[src/rtl/led_pkg.sv]
// Shared definitions for the LED brightness blocks: ramp state encoding and
// full-scale level derivation.
package led_pkg;

    typedef enum logic [1:0] {
        ST_OFF  = 2'd0,
        ST_UP   = 2'd1,
        ST_ON   = 2'd2,
        ST_DOWN = 2'd3
    } state_e;

    function automatic int lvl_max(input int bits);
        return (1 << bits) - 1;
    endfunction

endpackage

[src/rtl/led_pwm.sv]
// PWM generator: free-running period counter, duty shadow loaded at the period
// boundary, and a registered compare output.
module led_pwm
    import led_pkg::*;
#(
    parameter int PWM_BITS = 8
) (
    input  logic                clk_i,
    input  logic                rst_n_i,
    input  logic                enable_i,
    input  logic [PWM_BITS-1:0] level_i,
    output logic                led_out_o
);

    localparam logic [PWM_BITS-1:0] LVL_MAX = PWM_BITS'(lvl_max(PWM_BITS));
    localparam logic [PWM_BITS-1:0] CNT_ONE = PWM_BITS'(1);

    logic [PWM_BITS-1:0] cnt_q, cnt_d;
    logic [PWM_BITS-1:0] duty_q, duty_d;
    logic                led_q, led_d;

    always_comb begin
        cnt_d  = (cnt_q == LVL_MAX) ? '0 : cnt_q + CNT_ONE;
        // duty only moves between periods so a period never mixes two levels
        duty_d = (cnt_q == LVL_MAX) ? level_i : duty_q;
        led_d  = enable_i & ((duty_q == LVL_MAX) | (cnt_q < duty_q));
    end

    always_ff @(posedge clk_i or negedge rst_n_i) begin
        if (!rst_n_i) begin
            cnt_q  <= '0;
            duty_q <= '0;
            led_q  <= 1'b0;
        end else begin
            cnt_q  <= cnt_d;
            duty_q <= duty_d;
            led_q  <= led_d;
        end
    end

    assign led_out_o = led_q;

endmodule

[src/rtl/led_fader.sv]
// LED fader: turns an on/off request into a linear brightness ramp and hands
// the current level to the PWM stage.
module led_fader
    import led_pkg::*;
#(
    parameter int PWM_BITS         = 8,
    parameter int RAMP_STEP_CYCLES = 4096
) (
    input  logic                clk_i,
    input  logic                rst_n_i,
    input  logic                req_on_i,
    input  logic                enable_i,
    output logic                led_out_o,
    output logic [PWM_BITS-1:0] level_o,
    output logic                busy_o
);

    localparam logic [PWM_BITS-1:0] LVL_MAX = PWM_BITS'(lvl_max(PWM_BITS));
    localparam logic [PWM_BITS-1:0] LVL_ONE = PWM_BITS'(1);
    localparam int                  PS_W    = (RAMP_STEP_CYCLES > 1) ? $clog2(RAMP_STEP_CYCLES) : 1;
    localparam logic [PS_W-1:0]     PS_LAST = PS_W'(RAMP_STEP_CYCLES - 1);
    localparam logic [PS_W-1:0]     PS_ONE  = PS_W'(1);

    state_e              state_q, state_d;
    logic [PWM_BITS-1:0] level_q, level_d;
    logic [PS_W-1:0]     presc_q, presc_d;
    logic                busy_q, busy_d;
    logic                tick;

    assign tick = enable_i & busy_q & (presc_q == PS_LAST);

    always_comb begin
        state_d = state_q;
        level_d = level_q;
        presc_d = presc_q;
        if (enable_i) begin
            if (busy_q) presc_d = tick ? '0 : presc_q + PS_ONE;
            // reversal is checked first so it always wins over a same-cycle tick;
            // the level-at-limit arms keep LEVEL from ever wrapping
            unique case (state_q)
                ST_OFF: if (req_on_i) state_d = ST_UP;
                ST_UP: begin
                    if (!req_on_i) state_d = ST_DOWN;
                    else if (level_q == LVL_MAX) state_d = ST_ON;
                    else if (tick) begin
                        level_d = level_q + LVL_ONE;
                        if (level_q + LVL_ONE == LVL_MAX) state_d = ST_ON;
                    end
                end
                ST_ON: if (!req_on_i) state_d = ST_DOWN;
                ST_DOWN: begin
                    if (req_on_i) state_d = ST_UP;
                    else if (level_q == '0) state_d = ST_OFF;
                    else if (tick) begin
                        level_d = level_q - LVL_ONE;
                        if (level_q == LVL_ONE) state_d = ST_OFF;
                    end
                end
                default: state_d = ST_OFF;
            endcase
            if (state_d != state_q) presc_d = '0;
        end
        busy_d = (state_d == ST_UP) | (state_d == ST_DOWN);
    end

    always_ff @(posedge clk_i or negedge rst_n_i) begin
        if (!rst_n_i) begin
            state_q <= ST_OFF;
            level_q <= '0;
            presc_q <= '0;
            busy_q  <= 1'b0;
        end else begin
            state_q <= state_d;
            level_q <= level_d;
            presc_q <= presc_d;
            busy_q  <= busy_d;
        end
    end

    led_pwm #(.PWM_BITS(PWM_BITS)) u_pwm (
        .clk_i     (clk_i),
        .rst_n_i   (rst_n_i),
        .enable_i  (enable_i),
        .level_i   (level_q),
        .led_out_o (led_out_o)
    );

    assign level_o = level_q;
    assign busy_o  = busy_q;

endmodule

[config.mk]
export PLATFORM = sky130hd
export DESIGN_NAME = led_fader
export DESIGN_NICKNAME = d
export VERILOG_FILES = /design/src/rtl/led_pkg.sv /design/src/rtl/led_pwm.sv /design/src/rtl/led_fader.sv
export SDC_FILE = /design/constraint.sdc
export NUM_CORES = 1
export LEC_CHECK = 0
export CORE_ASPECT_RATIO = 1.2
export CORE_MARGIN = 5
export CORE_UTILIZATION = 60
export CTS_CLUSTER_DIAMETER = 100
export DETAILED_ROUTE_END_ITERATION = 12
export PLACE_DENSITY = 0.77
export RECOVER_POWER = 25
export SETUP_SLACK_MARGIN = 0.5
export SYNTH_ARGS = -nofsm -noshare
export SYNTH_HDL_FRONTEND = slang
export SYNTH_SLANG_ARGS = --single-unit
[constraint.sdc]
create_clock -name clk_i -period 4.6 [get_ports clk_i]
set_clock_uncertainty 0.05 [all_clocks]
set_input_delay 0.69 -clock clk_i [delete_from_list [all_inputs] [get_ports clk_i]]
set_output_delay 0.69 -clock clk_i [all_outputs]
set_load 0.03 [all_outputs]
Word level (Yosys, flattened, before mapping)

Cells that the tools add are included.

Add/sub/neg operators: 4
Magnitude comparators: 1
Equal/unequal tests: 18
Muxes and demuxes: 24
Bitwise logic cells: 5
Reductions and logical operators: 6

Operators with widths:

| kind                    | count |
|---|---|
| $mux W8                 | 7 |
| $mux W12                | 3 |
| $eq A8 B8 Y1 const B    | 4 |
| $mux W2                 | 12 |
| $add A8 B1 Y8 const B   | 2 |
| $pmux W8 S2             | 1 |
| $add A12 B1 Y12 const B | 1 |
| $eq A12 B12 Y1 const B  | 1 |
| $ne A2 B2 Y1 const B    | 6 |
| $eq A8 B1 Y1 const B    | 1 |
| $logic_not A8 Y1        | 1 |
| $lt A8 B8 Y1            | 1 |
| $pmux W2 S4             | 1 |
| $reduce_and A8 Y1       | 1 |
| $sub A8 B1 Y8 const B   | 1 |
| $eq A2 B2 Y1 const B    | 3 |
| $eq A2 B1 Y1 const B    | 2 |
| $reduce_bool A2 Y1      | 2 |
| $and A1 B1 Y1           | 3 |
| $logic_not A2 Y1        | 1 |
| $ne A2 B2 Y1            | 1 |
| $or A1 B1 Y1            | 2 |
| $reduce_and A2 Y1       | 1 |

Bits in registers: 40
Input port bits: 4
Logic and storage cells: 65

Depth between registers and ports, before layout

Word-level depth: 11
Gate-level depth with buffers: 8
Depth with buffers taken out: 8

Hierarchy

A second synthesis with hierarchy kept.

Cells, all modules: 262
Area total of the unflattened synthesis: 2,491.1 um2

By module, submodules not included:

| module    | instances | cells each | area an instance (um2) | sequential area each (um2) |
|---|---|---|---|---|
| led_fader | 1         | 177        | 1,614.0                | 550.5 |
| led_pwm   | 1         | 85         | 877.1                  | 425.4 |

Worst setup path after synthesis

Ideal clock, no wire load.

Path kind: register to register
Start point: register level_q[0] (netlist: level_o[0])
End point: register presc_q[7]
Setup time: 126 ps
Arrival time: 2,299 ps
Data required time: 4,424 ps
Setup slack: 2,125 ps
Cell stages (with the launch flop): 9
Buffers on the path: 0
Cell sequence: dfrtp_1 ha_1 and3_1 xor2_1 nand2_1 o41a_1 nor2_4 nor3_2 a221o_1

Longest elaborated chain between the ends: 11
Elaborated cells on any way between the ends: 19

Ends and longest elaborated chain:

| what                                | RTL line        | RTL |
|---|---|---|
| start, declared                     | led_fader.sv:25 | `logic [PWM_BITS-1:0] level_q, level_d;` |
| start signal, assigned              | led_fader.sv:74 | `level_q <= level_d;` |
| $add A8 B1 Y8                       | led_fader.sv:47 | `if (level_q + LVL_ONE == LVL_MAX) state_d = ST_ON;` |
| $eq A8 B8 Y1                        | led_fader.sv:47 |  |
| $mux W2                             | led_fader.sv:47 |  |
| $mux W2                             | led_fader.sv:45 | `else if (tick) begin` |
| $mux W2                             | led_fader.sv:44 | `else if (level_q == LVL_MAX) state_d = ST_ON;` |
| $mux W2                             | led_fader.sv:43 | `if (!req_on_i) state_d = ST_DOWN;` |
| $pmux W2 S4 *                       | led_fader.sv:40 | `unique case (state_q)` |
| $mux W2 *                           | led_fader.sv:36 | `if (enable_i) begin` |
| $ne A2 B2 Y1 *                      | led_fader.sv:61 | `if (state_d != state_q) presc_d = '0;` |
| $reduce_bool A2 Y1 (no source line) | n/a             |  |
| $reduce_and A2 Y1 (no source line)  | n/a             |  |
| end signal, assigned                | led_fader.sv:75 | `presc_q <= presc_d;` |
| end, declared                       | led_fader.sv:26 | `logic [PS_W-1:0] presc_q, presc_d;` |

Mark *: on every way between the ends. The rest lies on a longest branch, timed or not. The select of a mux whose other input is x is not followed.
A chain may end at the register's enable or synchronous reset.

Worst setup path in the final report

Start point: input enable_i
End point: register presc_q[7]

Longest elaborated chain between the ends: 10
Elaborated cells on any way between the ends: 16

Ends and longest elaborated chain:

| what                                | RTL line                         | RTL |
|---|---|---|
| start, declared                     | led_fader.sv:12                  | `input logic enable_i,` |
| $and A1 B1 Y1 (2 in series)         | led_fader.sv:30                  | `assign tick = enable_i & busy_q & (presc_q == PS_LAST);` |
| $mux W2, on equally long branches   | led_fader.sv:54, led_fader.sv:45 |  |
| $mux W2, on equally long branches   | led_fader.sv:53, led_fader.sv:44 |  |
| $mux W2, on equally long branches   | led_fader.sv:52, led_fader.sv:43 |  |
| $pmux W2 S4                         | led_fader.sv:40                  |  |
| $mux W2                             | led_fader.sv:36                  |  |
| $ne A2 B2 Y1                        | led_fader.sv:61                  |  |
| $reduce_bool A2 Y1 (no source line) | n/a                              |  |
| $reduce_and A2 Y1 (no source line)  | n/a                              |  |

Several ways; a longest one is shown, not always the timed one. The select of a mux whose other input is x is not followed.

==> impl_metrics.toml <==
[status]
status = "finished, violations left"
failed_checks = "capacitance limit, slew limit"

[clock_network]
cts-hold-fix-buffers = 0
postCtsSetupBuffers = 0
clockRootBuffer = "clkbuf_8"
clkTransAtPathRegs_ns = 0.08
clock_path_buffers = 2
cts_resized = 0
htree_levels = 2
cts.sinks = 39
numCtsBuffers = 5
worstSkewPairLatency_ns = 0.29
cts_tree = "built"

[global_route]
grt_usage_pct = 19.8
grt_pass1_wl_mm = 8.02
grt_max_degree = 40
grt_pass1_vias = 1770
gr-total-overflow = 0
antenna_found_initial = 0

[finish]
fin_cells = 314
layout.nets = 279
multi_input_area_mm2 = 0.00123
stdcell_area_mm2 = 0.00254
fillCellCount = 317
area_growth_pct = 10.7
drive_gt1_share_pct = 5.34
seq_area_um2 = 976
n_antenna_cell = 0

[worst_setup_path]
worst_setup_path_start_kind = "input pin"
critPathBufInv = 1
worstPathMaxFanout = 7
max_stage_delay_ns = 0.58
cp.arrival_ns = 3.00
cp-end-kind = "flop"
reg2reg_slack_ns = 1.94
cpMaxStageDelayCell = "clkdlybuf4s50_1"
worstPathRequired_ns = 4.73
worstSetupPathType = "input pin to flop"
crit_family = "simple AND/OR/NAND/NOR gates"
path_cells = "clkdlybuf4s50_1 > nand3_1 > or4_1 > o21ai_0 > o22ai_1 > nor2_4 > nor3_2 > a221o_1"

[place]
placed_cells = 306
dp_slack_ns = 1.45
place_area_mm2 = 0.00245
dp_hpwl_mm = 3.28
gp_congestion = 0.874
port-buffer-count = 13

[synthesis]
ys.flop_type = "dfrtp_1"
netlist_area_mm2 = 0.00230
ys_top_cells_by_area = "dfrtp_1 (42%), ha_1 (7.6%), xor2_1 (5.7%)"
ys_ff_latch = 39
synth_edf_count = 0
synth-seq-area-share_pct = 42.5
yosys.area.top_type_share_pct = 42.5
synth_top_cell_by_area = "dfrtp_1"
ys_top_cells_by_count = "dfrtp_1 (39), nor2_1 (26), nand2_1 (24)"
syn_nets = 268
yosysMostFrequentCell = "dfrtp_1"
syn_inst = 250
synthArstFlopShare_pct = 100
syn_avg_cell_area_um2 = 9.19
synth_cell_type_count = 42
synth-warning-count = 0

[power_and_ir_drop]
peakVddDrop_v = 0.000199
pwr_density_cell_mw_per_mm2 = 263
p_leak_nw = 1.14

[detailed_routing]
m1WireLength_mm = 2.05
vias = 1818
top_layer = "met4"
routed_wl_mm = 4.48
drtPass1Iterations = 4
ant_nets = 0
wl_met3_um = 128
wl_met2_mm = 2.26
routedWlPerCell_um = 14.3
drt_iter0_drc = 64
route.detailed.drc = 0
via_per_inst = 5.79

[floorplan]
die_h_um = 77.8
core.rowCount = 24
start_util_pct = 62.7
dieArea_mm2 = 0.00517
dieWidth_um = 66.5
core_mm2 = 0.00366
pin_count = 14

[sta]
hold_viol_final = 0
relSlewSlack_pct = -36.5
rsz0062_at_grt = "no"
fin_tns_setup_ns = 0
drv_slew = 40
setup_viol = 0
fin_ws_ns = 1.73
finalCriticalPeriod_ns = 2.87
period_share_pct = 62.3
max_freq_ghz = 0.349
tightest_slew_ns = 2.05

[flow_run]
max_cap_violations = 1

[worst_hold_path]
hold_path.class = "flop to flop"
==> kinds of logic after synthesis <==
family,Yosys count,share of synthesized area [%]
buffers and inverters,24,3.98
AOI/OAI and AO/OA,49,13.6
xor gates and xnor gates,23,8.77
and+or+nand+nor,99,22.6
muxes,2,0.980
DFF,39,42.5
adders and majority gates,14,7.63
==> report_power, final <==
part	switching [mW]	internal, mW
logic	0.0414	0.0241
registers	0.0140	0.353
clock network	0.128	0.108
total	0.183	0.485
==> placed cells by master, fill, tap and decap left out, drive strengths merged, types with 2 or more instances in the layout <==
| cell | count |
|---|---|
| nand2 | 24 |
| a41oi | 3 |
| a31oi | 6 |
| nor2b | 2 |
| o22ai | 2 |
| clkdlybuf4s50 | 12 |
| or4 | 4 |
| nand4 | 8 |
| nand3 | 10 |
| clkbuf | 6 |
| o21ai | 15 |
| xnor2 | 8 |
| mux2 | 2 |
| nor4 | 3 |
| nor2 | 27 |
| or3 | 4 |
| dfrtp | 39 |
| and3 | 5 |
| nor3 | 6 |
| a21oi | 11 |
| clkinvlp | 2 |
| o21a | 3 |
| nor4b | 2 |
| inv | 16 |
| xor2 | 15 |
| ha | 14 |
| nand2b | 2 |
==> flip-flops by register name, indices dropped and copies added (netlist names), named ones only <==
register	cells
presc_q	12
level_o	8
u_pwm.cnt_q	8
u_pwm.duty_q	8
u_pwm.led_out_o	1
==> area by class of cell <==
type / instances / area share, %
Tap cell: 52 / 2.56
Sequential cell: 39 / 38.4
Timing Repair Buffer: 13 / 4.87
Multi-Input combinational cell: 187 / 48.4
Inverter: 15 / 2.21
Clock inverter: 3 / 0.935
Clock buffer: 5 / 2.71
==> through the flow <==
step	utilization (%)	total power, mW	hold slack [ns]
CTS	69.5	0.677	0.435
floorplan	-	0.417	0.344
global placement	66.9	0.439	0.427
detailed placement	66.9	0.440	0.424
finish	69.4	0.668	0.437
global route	69.4	0.703	0.471
==> path summary, 6_finish.rpt <==
kind	cells after the start	start	to
hold reg to reg	1	presc_q[10]$_DFFE_PN0P_	presc_q[10]$_DFFE_PN0P_
min in group asynchronous	1	rst_n_i	level_o[1]$_DFFE_PN0P_
max in group asynchronous	1	rst_n_i	presc_q[11]$_DFFE_PN0P_
setup / recovery	8	enable_i	presc_q[7]$_DFFE_PN0P_
hold / removal	1	presc_q[10]$_DFFE_PN0P_	presc_q[10]$_DFFE_PN0P_
setup reg to reg	8	presc_q[0]$_DFFE_PN0P_	presc_q[7]$_DFFE_PN0P_
==> layer usage <==
layer,track usage [%],up-vias
met5,0,-
met4,4.88,0
met3,4.77,5
met1,25.6,875
met2,33.0,33
li1,-,905
No activity file was read; power rests on OpenSTA's default activity.
